===== src/rtl/read_pointer_empty.sv =====
`default_nettype none
// ============================================================================
// Module   : read_pointer_empty
// Purpose  : AsyncFIFO read-side pointer, write-pointer synchronizer and
//            registered empty / almost-empty / fill-count flags.
// Revision : 1.0 - initial release
// ============================================================================
module read_pointer_empty #(
  parameter int address_size           = 3,
  parameter int almost_empty_threshold = 1
) (
  input  logic                    read_clk,
  input  logic                    read_reset,
  input  logic                    read_increment,
  input  logic [address_size:0]   write_pointer,
  output logic [address_size:0]   read_pointer,
  output logic [address_size-1:0] read_address,
  output logic                    read_empty,
  output logic                    read_almost_empty,
  output logic [address_size:0]   read_count
);

  localparam int PW = address_size + 1;
  localparam logic [PW:0] c_ae_threshold = (PW+1)'(almost_empty_threshold);

  logic [PW-1:0]           sync1_q;
  logic [PW-1:0]           sync2_q;
  logic [PW-1:0]           rbin_q;
  logic [PW-1:0]           rbin_d;
  logic [PW-1:0]           rgray_q;
  logic [PW-1:0]           rgray_d;
  logic [address_size-1:0] raddr_q;
  logic                    empty_q;
  logic                    empty_d;
  logic                    aempty_q;
  logic                    aempty_d;
  logic [PW-1:0]           count_q;
  logic [PW-1:0]           count_d;

  logic                    w_fire;
  logic [PW-1:0]           w_wbin;

  // Gray-to-binary: each binary bit is the XOR of all gray bits at and above it.
  for (genvar i = 0; i < PW; i++) begin : g_g2b
    assign w_wbin[i] = ^sync2_q[PW-1:i];
  end

  assign w_fire = read_increment & ~empty_q;

  always_comb begin
    rbin_d   = rbin_q;
    if (w_fire) begin
      rbin_d = rbin_q + 1'b1;
    end
    rgray_d  = rbin_d ^ (rbin_d >> 1);
    // Empty compares against the look-ahead pointer so the flag rises on the
    // same edge that consumes the last word.
    empty_d  = (rgray_d == sync2_q);
    count_d  = w_wbin - rbin_d;
    aempty_d = ({1'b0, count_d} <= c_ae_threshold);
  end

  always_ff @(posedge read_clk or posedge read_reset) begin
    if (read_reset) begin
      sync1_q  <= '0;
      sync2_q  <= '0;
      rbin_q   <= '0;
      rgray_q  <= '0;
      raddr_q  <= '0;
      empty_q  <= 1'b1;
      aempty_q <= 1'b1;
      count_q  <= '0;
    end else begin
      sync1_q  <= write_pointer;
      sync2_q  <= sync1_q;
      rbin_q   <= rbin_d;
      rgray_q  <= rgray_d;
      raddr_q  <= rbin_d[address_size-1:0];
      empty_q  <= empty_d;
      aempty_q <= aempty_d;
      count_q  <= count_d;
    end
  end

  assign read_pointer      = rgray_q;
  assign read_address      = raddr_q;
  assign read_empty        = empty_q;
  assign read_almost_empty = aempty_q;
  assign read_count        = count_q;

endmodule
`default_nettype wire


===== config.mk =====
export PLATFORM = sky130hd
export DESIGN_NAME = read_pointer_empty
export DESIGN_NICKNAME = d
export VERILOG_FILES = /design/src/rtl/read_pointer_empty.sv
export SDC_FILE = /design/constraint.sdc
export NUM_CORES = 1
export LEC_CHECK = 0
export ABC_AREA = 1
export BUFFER_PORTS_ARGS = -buffer_cell sky130_fd_sc_hd__buf_2
export CAP_MARGIN = 20
export CORE_MARGIN = 8
export CORE_UTILIZATION = 32
export CTS_BUF_LIST = sky130_fd_sc_hd__clkbuf_8
export DETAILED_ROUTE_END_ITERATION = 7
export PLACE_DENSITY_LB_ADDON = 0.2
export SYNTH_ARGS = -nofsm -noshare
export SYNTH_HDL_FRONTEND = slang
export SYNTH_SLANG_ARGS = --single-unit

===== constraint.sdc =====
create_clock -name read_clk -period 1.8 [get_ports read_clk]
set_input_delay 0.09 -clock read_clk [delete_from_list [all_inputs] [get_ports read_clk]]
set_output_delay 0.09 -clock read_clk [all_outputs]
set_load 0.02 [all_outputs]

==> results of run 1 <==
## cell type report
| cell class | instances | area [sq um] |
|---|---|---|
| fillers | 324 | 1780 |
| multi-input cells | 91 | 533 |
| flip-flops and latches | 21 | 532 |
| repair buffers | 40 | 265 |
| inverters | 18 | 67.6 |
| well taps | 46 | 57.6 |
| clock buffers | 3 | 41.3 |
| clock inverters | 1 | 5.00 |
## timing repair
action	CTS	global route
pin swaps	2	6
gates resized for setup	7	9
buffers inserted	6	1
endpoints found under the setup margin	3	3
hold endpoints to repair	17	0
cloned	0	0
hold buffers	5	0
## power breakdown
part           internal, mW  total (mW)  switching, mW
Clock                 0.154       0.303          0.149
Combinational         0.634        1.56          0.922
Sequential            0.641       0.722         0.0809
Total                  1.43        2.58           1.15
## state kept, by name, summed over array words and instances, names as in the netlist
| name | flops |
|---|---|
| read_pointer | 3 |
| read_almost_empty | 1 |
| sync2_q | 4 |
| read_address | 2 |
| read_count | 4 |
| read_empty | 1 |
| rbin_q | 2 |
| sync1_q | 4 |
## cells in the mapped netlist
library cell / instances
nand4_1: 2
ha_1: 3
nand2_2: 14
nand3_1: 13
dfrtp_1: 19
inv_1: 13
xor2_1: 1
nor2_2: 1
inv_2: 5
nor2_4: 2
dfstp_2: 2
o21ai_0: 1
nor2_1: 5
nand3b_1: 3
nand2_1: 42
nand3_2: 3
o21ai_1: 1
## kinds of logic (layout without fill, tap and decap cells)
kind of cell    Yosys count  in the layout  synth area share
compound gates            2              2           0.00930
xor+xnor                  1              1           0.00815
fa+ha+maj                 3              3            0.0349
buf+inv                  18             62            0.0629
flops                    21             21             0.491
simple gates             85             85             0.393
## worst paths after layout
check	depth (start not counted)	endpoint	slack, ps	startpoint
setup / recovery	10	read_almost_empty	80	read_empty
hold / removal	3	rbin_q[2]	260	read_increment
setup reg to reg	10	read_almost_empty	80	read_empty
hold reg to reg	0	sync2_q[2]	350	sync1_q[2]
max in group asynchronous	4	read_almost_empty	780	read_reset
min in group asynchronous	3	sync1_q[2]	420	read_reset
## per-stage QoR
stage	setup WS [ps]	cell area [sq um]
detailed placement	-84.8	1310
global route	-63.6	1500
finish	81.5	1500
CTS	8.48	1470
floorplan	17.2	1090
global placement	-31.6	1310
## layer usage
layer	routed length [um]	part of all wire
met2	1200	0.50
met4	34	0.014
met3	113	0.047
met1	1050	0.44
met5	0	0
## worst max-delay path: stages, from the launching register on
cell      delay, ps
dfstp_2         580
inv_2            60
buf_4           130
nand3b_1         80
nand2_2          80
nand3_2          80
nand2_1          70
inv_1           120
ha_4            220
nand3b_1        160
nor2_2           80
==> results_tabular.tex, run 1 <==
\begin{tabular}{lr}
\hline
Metric & Value \\
\hline
\multicolumn{2}{l}{\textbf{Outcome}} \\
\quad Status & finished clean \\
\multicolumn{2}{l}{\textbf{Routing}} \\
\quad Remaining antenna violation count after routing & 0 \\
\quad Starting DRT DRC Count & 20 \\
\quad Avg Vias per Cell & 4.31 \\
\quad \# DRC & 0 \\
\quad Wire per inst & 10.9 um \\
\quad Post-detailed-routing wire length & 2400 um \\
\quad Vias post-DR & 949 \\
\quad Detailed-router iteration count before antenna repair & 4 \\
\multicolumn{2}{l}{\textbf{STA}} \\
\quad Upper clock frequency limit & 582 MHz \\
\quad RSZ-0062 raised after global routing & true \\
\quad Actual transition at the worst max-transition pin & 554 ps \\
\quad Final clock skew & 3.29 ps \\
\quad Slew Limit Fails & 0 \\
\quad Final clock period utilization by the worst path & 0.955 \\
\quad Final hold slack & 265 ps \\
\quad Remaining max-slew budget at the tightest pin & 0.630 \\
\quad Setup violations, final & 0 \\
\quad Setup TNS Final & 0 ps \\
\quad Number of endpoints with negative hold slack in the final report & 0 \\
\quad Minimum clock period after layout & 1720 ps \\
\multicolumn{2}{l}{\textbf{Power and ir drop}} \\
\quad Cell area power density & 1720 mW/mm\^{}2 \\
\quad Static Leak & 0.787 nW \\
\quad Total power consumption of the routed design & 2.58 mW \\
\quad Largest voltage drop on the vdd net & 527 uV \\
\multicolumn{2}{l}{\textbf{CTS}} \\
\quad TritonCTS clock tree & built \\
\quad Number of clock sinks & 21 \\
\quad Number of levels in the clock H-tree & 1 \\
\quad Clock-pin slew on the worst setup and hold paths & 80 ps \\
\quad Clock Latency Late Sink & 250 ps \\
\quad Max Buffers Root-to-Sink & 2 \\
\quad Number of CTS-inserted buffers & 3 \\
\quad Clock tree root buffer cell & clkbuf\_8 \\
\multicolumn{2}{l}{\textbf{Synthesis}} \\
\quad Number of cells produced by synthesis & 130 \\
\quad Synth cell types & 17 \\
\quad Warnings, synthesis & 0 \\
\quad Yosys reg bits & 21 \\
\quad Average footprint of a synthesized cell & 8.27 sq um \\
\quad Top-area cell type share of the netlist area & 0.442 \\
\quad Largest cells by area after synthesis & dfrtp\_1 44\%, nand2\_1 15\%, nand2\_2 8.1\% \\
\quad Netlist area before placement & 0.00107 sq mm \\
\quad Biggest area consumer among synthesized cells & dfrtp\_1 \\
\quad Portion of the post-synthesis area used by sequential elements & 0.491 \\
\quad Syn Nets & 140 \\
\multicolumn{2}{l}{\textbf{Global route}} \\
\quad Most heavily used metal layer in global routing & met2 \\
\quad Met2 layer usage reported by global route & 0.160 \\
\quad All-Layer GR Usage & 0.0912 \\
\quad First-pass GRT wire length & 3970 um \\
\quad Global Route met1 Usage & 0.103 \\
\quad Total overflow reported by the global router & 0 \\
\quad Initial antenna violation count & 0 \\
\quad Maximum number of pins on one net before global-route repair & 16 \\
\quad GR Layer Usage met3 & 0.0216 \\
\quad Number of global-route vias before repair & 949 \\
\multicolumn{2}{l}{\textbf{Worst setup path}} \\
\quad Critical path required time & 2000 ps \\
\quad Start-to-end type of the worst setup path & reg2reg \\
\quad Biggest fanout along the worst timing path & 3 \\
\quad WP data arrival & 1920 ps \\
\quad Worst Setup End Kind & flip-flop \\
\quad Kind of start point of the critical path & flip-flop \\
\multicolumn{2}{l}{\textbf{Floorplan}} \\
\quad Height of the die & 74.0 um \\
\quad Top-level I/O count & 20 \\
\quad Area of the core region & 0.00328 sq mm \\
\quad Starting density of the core & 0.327 \\
\quad Placement Rows & 21 \\
\quad Area of the die & 0.00547 sq mm \\
\quad Die width & 74.0 um \\
\multicolumn{2}{l}{\textbf{Final layout}} \\
\quad Commonest non-fill, non-tap cell in the layout & nand2\_1 \\
\quad Post-synthesis to final-layout area growth & 39.7\% \\
\quad Share of final-layout standard cells stronger than drive strength 1 & 0.483 \\
\quad Count of nets after finishing & 185 \\
\quad Diode insertion count for antenna repair & 0 \\
\quad Top library cells by usage in the layout, fill and taps aside & 36 x nand2\_1, 20 x nand2\_2, 19 x buf\_2, 16 x buf\_4, 16 x dfrtp\_1 \\
\quad Layout Utilization & 0.457 \\
\quad Non-Filler Instances & 220 \\
\multicolumn{2}{l}{\textbf{Place}} \\
\quad Number of instances in the placed design & 204 \\
\quad Dpl hpwl & 1830 um \\
\quad Placer Congestion & 0.841 \\
\quad Port Buffer Count & 19 \\
\multicolumn{2}{l}{\textbf{Flow run}} \\
\quad Number of maximum-capacitance constraint violations & 0 \\
\multicolumn{2}{l}{\textbf{Worst hold path}} \\
\quad Type of the tightest min-delay check & in2reg \\
\hline
\end{tabular}
Power figures use the tool's default switching activity.
==> run 2: changes to the inputs <==
Settings changed: BUFFER_PORTS_ARGS -buffer_cell sky130_fd_sc_hd__buf_2 to default, CORE_MARGIN 8 to 2, DONT_BUFFER_PORTS from default to 1.
Clock period 1.8 ns to 1.6 ns, I/O delays scaled along.
==> run 2 against run 1 <==
Net effect: the run now ends with setup timing left; count of clock-buffer cells in the layout stayed put; final area increased by 12%; sequential power increased by 36%; global-route usage up 4.0 points; die area down 30%; core utilization grew 5.6 points; maximum frequency up 2.6%; worst hold slack lost 160 ps; critical path type unchanged.
==> results_tabular.tex, run 2 (same netlist as run 1, synthesis figures left out) <==
\begin{tabular}{lr}
\hline
Metric & Value \\
\hline
\multicolumn{2}{l}{\textbf{Power and ir drop}} \\
\quad Largest voltage drop on the vdd net & 766 uV \\
\quad Cell area power density & 1980 mW/mm\^{}2 \\
\quad Static Leak & 0.831 nW \\
\multicolumn{2}{l}{\textbf{Floorplan}} \\
\quad Area of the core region & 0.00328 sq mm \\
\quad Starting density of the core & 0.327 \\
\quad Die width & 62.0 um \\
\quad Placement Rows & 21 \\
\quad Area of the die & 0.00384 sq mm \\
\quad Height of the die & 62.0 um \\
\quad Top-level I/O count & 20 \\
\multicolumn{2}{l}{\textbf{CTS}} \\
\quad Number of CTS-inserted buffers & 3 \\
\quad Number of levels in the clock H-tree & 1 \\
\quad Number of clock sinks & 21 \\
\quad TritonCTS clock tree & built \\
\quad Clock Latency Late Sink & 260 ps \\
\quad Clock tree root buffer cell & clkbuf\_8 \\
\quad Max Buffers Root-to-Sink & 2 \\
\quad Clock-pin slew on the worst setup and hold paths & 80 ps \\
\multicolumn{2}{l}{\textbf{Final layout}} \\
\quad Count of nets after finishing & 185 \\
\quad Post-synthesis to final-layout area growth & 56.9\% \\
\quad Commonest non-fill, non-tap cell in the layout & buf\_4 \\
\quad Diode insertion count for antenna repair & 0 \\
\quad Top library cells by usage in the layout, fill and taps aside & 31 x buf\_4, 26 x nand2\_2, 25 x nand2\_1, 17 x dfrtp\_1 \\
\quad Filler cell count & 303 \\
\quad Layout Utilization & 0.514 \\
\quad Share of final-layout standard cells stronger than drive strength 1 & 0.592 \\
\multicolumn{2}{l}{\textbf{Outcome}} \\
\quad Violated checks & setup timing \\
\quad Status & complete, but fails checks \\
\multicolumn{2}{l}{\textbf{Global route}} \\
\quad First-pass GRT wire length & 3640 um \\
\quad Met2 layer usage reported by global route & 0.214 \\
\quad Most heavily used metal layer in global routing & met2 \\
\quad Maximum number of pins on one net before global-route repair & 16 \\
\quad All-Layer GR Usage & 0.131 \\
\quad Number of global-route vias before repair & 913 \\
\quad Total overflow reported by the global router & 0 \\
\quad GR Layer Usage met3 & 0.0269 \\
\quad Initial antenna violation count & 0 \\
\quad Global Route met1 Usage & 0.150 \\
\multicolumn{2}{l}{\textbf{Worst setup path}} \\
\quad Critical path required time & 1810 ps \\
\quad Critical Path Max Stage Delay & 410 ps \\
\quad Count of buffer and inverter cells on the critical path & 1 \\
\quad Biggest fanout along the worst timing path & 3 \\
\quad Worst Setup End Kind & flip-flop \\
\quad Cell type with the highest occurrence count on the critical path & ha\_4 \\
\quad WP data arrival & 1880 ps \\
\quad Kind of start point of the critical path & flip-flop \\
\quad Cell family with the largest share of critical-path delay & simple AND/OR/NAND/NOR gates \\
\quad Cell with the biggest individual delay on the critical path & dfrtp\_1 \\
\quad Start-to-end type of the worst setup path & reg2reg \\
\quad Register-to-Register Setup Slack & -70 ps \\
\quad Instance count on the critical path & 10 \\
\quad Cell-by-cell listing of the critical path & nand2\_1 > nand3\_1 > nand2\_2 > xor2\_2 > ha\_4 > inv\_4 > ha\_4 > o21ai\_2 > nand3b\_1 > nor2\_2 \\
\quad Number of cells traversed by the worst register-to-register path & 10 \\
\multicolumn{2}{l}{\textbf{STA}} \\
\quad Final clock skew & 3.22 ps \\
\quad Worst setup slack after layout & -74.9 ps \\
\quad Actual transition at the worst max-transition pin & 559 ps \\
\quad Number of endpoints with negative hold slack in the final report & 0 \\
\quad Remaining max-slew budget at the tightest pin & 0.627 \\
\quad Upper clock frequency limit & 597 MHz \\
\quad Setup violations, final & 2 \\
\quad Minimum clock period after layout & 1670 ps \\
\quad RSZ-0062 raised after global routing & true \\
\quad Setup TNS Final & -81.9 ps \\
\quad Slew Limit Fails & 0 \\
\quad Final hold slack & 101 ps \\
\quad Final clock period utilization by the worst path & 1.05 \\
\multicolumn{2}{l}{\textbf{Worst hold path}} \\
\quad Type of the tightest min-delay check & in2reg \\
\quad Number of cells on the worst hold path & 4 \\
\multicolumn{2}{l}{\textbf{Routing}} \\
\quad Avg Vias per Cell & 4.45 \\
\quad Post-detailed-routing wire length & 2520 um \\
\quad Starting DRT DRC Count & 20 \\
\quad Detailed-router iteration count before antenna repair & 4 \\
\quad \# DRC & 0 \\
\quad Vias post-DR & 978 \\
\quad Wire per inst & 11.5 um \\
\quad Remaining antenna violation count after routing & 0 \\
\multicolumn{2}{l}{\textbf{Place}} \\
\quad Worst-case setup slack after placement & -153 ps \\
\quad Placer Congestion & 0.821 \\
\quad Port Buffer Count & 0 \\
\quad Dpl hpwl & 1740 um \\
\multicolumn{2}{l}{\textbf{Flow run}} \\
\quad Number of maximum-capacitance constraint violations & 0 \\
\hline
\end{tabular}
-- run 2: cell types whose count changed in the layout (fill, tap and decap cells not counted), moves of 3 or more --
cell     change
buf_4       +15
nand3_1      -4
inv_4        +3
nand2_1     -11
nand3_2      +3
buf_6        +3
nand2_4      +5
buf_2       -19
nand2_2      +6
-- run 2: cell type report --
type / instances / area [sq um] / area share
Clock inverter: 1 / 5.00 / 0.00297
Tap cell: 46 / 57.6 / 0.0341
Sequential cell: 21 / 531 / 0.315
Clock buffer: 3 / 41.3 / 0.0245
Inverter: 18 / 75.1 / 0.0445
Multi-Input combinational cell: 91 / 641 / 0.380
Timing Repair Buffer: 40 / 337 / 0.200
-- run 2: metrics by stage --
stage	total power, mW	cells	area, sq um
after floorplan	1.92	130	1100
after global placement	2.42	202	1350
after detailed placement	2.44	202	1350
after CTS	3.04	218	1560
after global routing	3.60	220	1690
final	3.34	220	1690
-- run 2: repair_timing --
item | CTS | global route
gates resized for setup | 14 | 33
setup endpoints to repair | 4 | 5
pin swaps | 13 | 17
hold buffers | 5 | 0
hold endpoints to repair | 16 | 0
setup buffers | 7 | 2
-- run 2: worst paths after layout --
check / start / endpoint
worst min-delay path: read_increment / read_address[0]
worst min register to register: sync1_q[1] / sync2_q[1]
worst max-delay path: sync2_q[2] / read_almost_empty
max in group asynchronous: read_reset / read_almost_empty
min in group asynchronous: read_reset / sync2_q[2]
worst max register to register: sync2_q[2] / read_almost_empty
-- run 2: where the power goes --
group          switching [mW]  internal, mW  total, mW
clock network           0.184         0.174      0.358
registers               0.256         0.724      0.980
logic                    1.07         0.940       2.01
total                    1.51          1.84       3.34
-- run 2: layer usage --
layer  vias to the layer above  routed length (um)
met3                        10                  76
met4                         0                 110
met5                         -                   0
met1                       452                1030
met2                        22                1310
li1                        494                   -
-- run 2: worst reg2reg max path, stage by stage, from the launching register on --
cell	delay (ps)
dfrtp_1	410
nand2_1	110
nand3_1	120
nand2_2	90
xor2_2	190
ha_4	190
inv_4	40
ha_4	160
o21ai_2	120
nand3b_1	100
nor2_2	80
==> run 3: changes to the inputs <==
Settings changed: HOLD_SLACK_MARGIN from default to 0.08, REMOVE_ABC_BUFFERS from default to 1.
==> run 3 against run 2 <==
Net effect: the flow still finishes with violations (setup timing); maximum frequency fell by 4.2%; core utilization decreased by 0.19 points; clock power is 6.4% lower; critical path depth is 2 higher; non-clock buffer count increased by 1; flip-flop and latch count did not move; combinational power shrank 4%; clock skew barely moved; worst setup slack lost 73 ps; largest power group unchanged; highest routed layer unchanged.
==> results_tabular.tex, run 3 (same netlist as run 1, synthesis figures left out) <==
\begin{tabular}{lr}
\hline
Metric & Value \\
\hline
\multicolumn{2}{l}{\textbf{Outcome}} \\
\quad Status & complete, but fails checks \\
\quad Violated checks & setup timing \\
\multicolumn{2}{l}{\textbf{Global route}} \\
\quad Global Route met1 Usage & 0.164 \\
\quad First-pass GRT wire length & 3860 um \\
\quad Number of global-route vias before repair & 940 \\
\quad All-Layer GR Usage & 0.139 \\
\quad Total overflow reported by the global router & 0 \\
\quad Maximum number of pins on one net before global-route repair & 22 \\
\quad Most heavily used metal layer in global routing & met2 \\
\quad Met2 layer usage reported by global route & 0.237 \\
\quad Initial antenna violation count & 0 \\
\quad GR Layer Usage met3 & 0.0248 \\
\multicolumn{2}{l}{\textbf{Place}} \\
\quad Port Buffer Count & 0 \\
\quad Number of instances in the placed design & 198 \\
\quad DP Area & 0.00130 sq mm \\
\quad Dpl hpwl & 1690 um \\
\quad Worst-case setup slack after placement & -235 ps \\
\quad Placer Congestion & 0.869 \\
\multicolumn{2}{l}{\textbf{CTS}} \\
\quad Max Buffers Root-to-Sink & 2 \\
\quad Clock tree root buffer cell & clkbuf\_8 \\
\quad Clock Latency Late Sink & 260 ps \\
\quad TritonCTS clock tree & built \\
\quad Number of CTS-inserted buffers & 3 \\
\quad Number of levels in the clock H-tree & 1 \\
\quad Number of clock sinks & 21 \\
\quad Clock-pin slew on the worst setup and hold paths & 70 ps \\
\multicolumn{2}{l}{\textbf{Routing}} \\
\quad Post-detailed-routing wire length & 2560 um \\
\quad Wire per inst & 11.6 um \\
\quad Starting DRT DRC Count & 32 \\
\quad Avg Vias per Cell & 4.42 \\
\quad Remaining antenna violation count after routing & 0 \\
\quad Vias post-DR & 977 \\
\quad Detailed-router iteration count before antenna repair & 4 \\
\quad \# DRC & 0 \\
\multicolumn{2}{l}{\textbf{Floorplan}} \\
\quad Area of the core region & 0.00328 sq mm \\
\quad Area of the die & 0.00384 sq mm \\
\quad Die width & 62.0 um \\
\quad Top-level I/O count & 20 \\
\quad Placement Rows & 21 \\
\quad Height of the die & 62.0 um \\
\quad Starting density of the core & 0.327 \\
\multicolumn{2}{l}{\textbf{Final layout}} \\
\quad Commonest non-fill, non-tap cell in the layout & buf\_4 \\
\quad Non-Filler Instances & 221 \\
\quad Filler cell count & 317 \\
\quad Total area of multi-input combinational cells & 637 sq um \\
\quad Fin area & 0.00168 sq mm \\
\quad Layout Utilization & 0.512 \\
\quad Count of nets after finishing & 186 \\
\quad Diode insertion count for antenna repair & 0 \\
\quad Post-synthesis to final-layout area growth & 56.3\% \\
\quad Top library cells by usage in the layout, fill and taps aside & 30 x buf\_4, 27 x nand2\_1, 25 x nand2\_2, 18 x dfrtp\_1 \\
\quad Share of final-layout standard cells stronger than drive strength 1 & 0.566 \\
\quad Area taken by flip-flops and latches & 529 sq um \\
\multicolumn{2}{l}{\textbf{Worst setup path}} \\
\quad Count of buffer and inverter cells on the critical path & 2 \\
\quad Cell family with the largest share of critical-path delay & simple AND/OR/NAND/NOR gates \\
\quad R2R Path Start & sync2\_q[2] \\
\quad WP data arrival & 1950 ps \\
\quad Number of cells traversed by the worst register-to-register path & 12 \\
\quad Worst Setup End Kind & flip-flop \\
\quad Register-to-Register Setup Slack & -150 ps \\
\quad Biggest fanout along the worst timing path & 3 \\
\quad Kind of start point of the critical path & flip-flop \\
\quad Critical Path Sink & read\_almost\_empty \\
\quad Start-to-end type of the worst setup path & reg2reg \\
\quad Capture point of the worst reg-to-reg path & read\_almost\_empty \\
\quad Cell-by-cell listing of the critical path & inv\_2 > nand2\_2 > nand2\_2 > nand2\_2 > nand2\_2 > xor2\_2 > ha\_4 > inv\_4 > ha\_4 > o21ai\_4 > nand3b\_1 > nor2\_2 \\
\quad Cell with the biggest individual delay on the critical path & dfrtp\_1 \\
\quad Instance count on the critical path & 12 \\
\quad Critical path launch point & sync2\_q[2] \\
\quad Critical Path Max Stage Delay & 420 ps \\
\quad Cell type with the highest occurrence count on the critical path & nand2\_2 \\
\quad Critical path required time & 1800 ps \\
\multicolumn{2}{l}{\textbf{STA}} \\
\quad Upper clock frequency limit & 572 MHz \\
\quad RSZ-0062 raised after global routing & true \\
\quad Final clock period utilization by the worst path & 1.09 \\
\quad Remaining max-slew budget at the tightest pin & 0.822 \\
\quad Final clock skew & 3.14 ps \\
\quad Slew Limit Fails & 0 \\
\quad Number of endpoints with negative hold slack in the final report & 0 \\
\quad Setup violations, final & 3 \\
\quad Worst setup slack after layout & -148 ps \\
\quad Actual transition at the worst max-transition pin & 268 ps \\
\quad Minimum clock period after layout & 1750 ps \\
\multicolumn{2}{l}{\textbf{Power and ir drop}} \\
\quad Static Leak & 0.839 nW \\
\quad Cell area power density & 1920 mW/mm\^{}2 \\
\quad Largest voltage drop on the vdd net & 885 uV \\
\multicolumn{2}{l}{\textbf{Flow run}} \\
\quad Number of maximum-capacitance constraint violations & 0 \\
\multicolumn{2}{l}{\textbf{Worst hold path}} \\
\quad Number of cells on the worst hold path & 4 \\
\quad Type of the tightest min-delay check & in2reg \\
\hline
\end{tabular}
run 3: cell count changes in the layout (fill, tap and decap cells not counted), moves of 2 or more:
cell,delta
buf_6,+2
inv_2,+2
inv_4,-2
nand2_1,+2
run 3: final cells by class:
| class | count | share of cell area |
|---|---|---|
| Inverter | 18 | 0.0417 |
| Multi-Input combinational cell | 91 | 0.379 |
| Sequential cell | 21 | 0.315 |
| Clock inverter | 1 | 0.00223 |
| Timing Repair Buffer | 41 | 0.203 |
| Clock buffer | 3 | 0.0246 |
| Tap cell | 46 | 0.0343 |
run 3: where the power goes:
part | internal [mW] | switching [mW] | leakage [nW]
combinational | 0.894 | 1.04 | 0.567
sequential | 0.719 | 0.239 | 0.245
clock | 0.171 | 0.164 | 0.0269
run 3: stage by stage:
step	hold WS, ps	total power [mW]	setup TNS [ps]
3_3_place_gp	17.3	2.30	-404
4_1_cts	103	2.93	-165
2_1_floorplan	55.0	1.87	-521
3_5_place_dp	22.0	2.32	-574
5_1_grt	111	3.47	-700
6_report	115	3.23	-281
run 3: metal layers:
metal / part of all wire / up-vias
met4: 0.021 / 0
met2: 0.52 / 17
met5: 0 / -
li1: - / 495
met1: 0.43 / 461
met3: 0.030 / 4
run 3: worst min-delay path, cell delays in order:
cell,delay (ps)
nand2_4,40
nand2_2,50
nand2_2,70
inv_2,90
run 3: repair_timing:
action                     4_1_cts  5_1_grt
hold buffers                     6        0
hold endpoints to repair        26        0
gates resized for setup         16       35
pin swaps                       17       23
setup endpoints to repair        4        5
buffers inserted                 9        7
run 3: worst min-delay path by stage:
stage                   start         endpoint  slack (ps)
3_5_place_dp       read_reset    read_count[1]          20
6_report       read_increment  read_address[0]         120
5_1_grt        read_increment  read_address[0]         110
2_1_floorplan      read_reset        rbin_q[2]          60
3_3_place_gp       read_reset    read_count[1]          20
4_1_cts        read_increment  read_address[0]         100
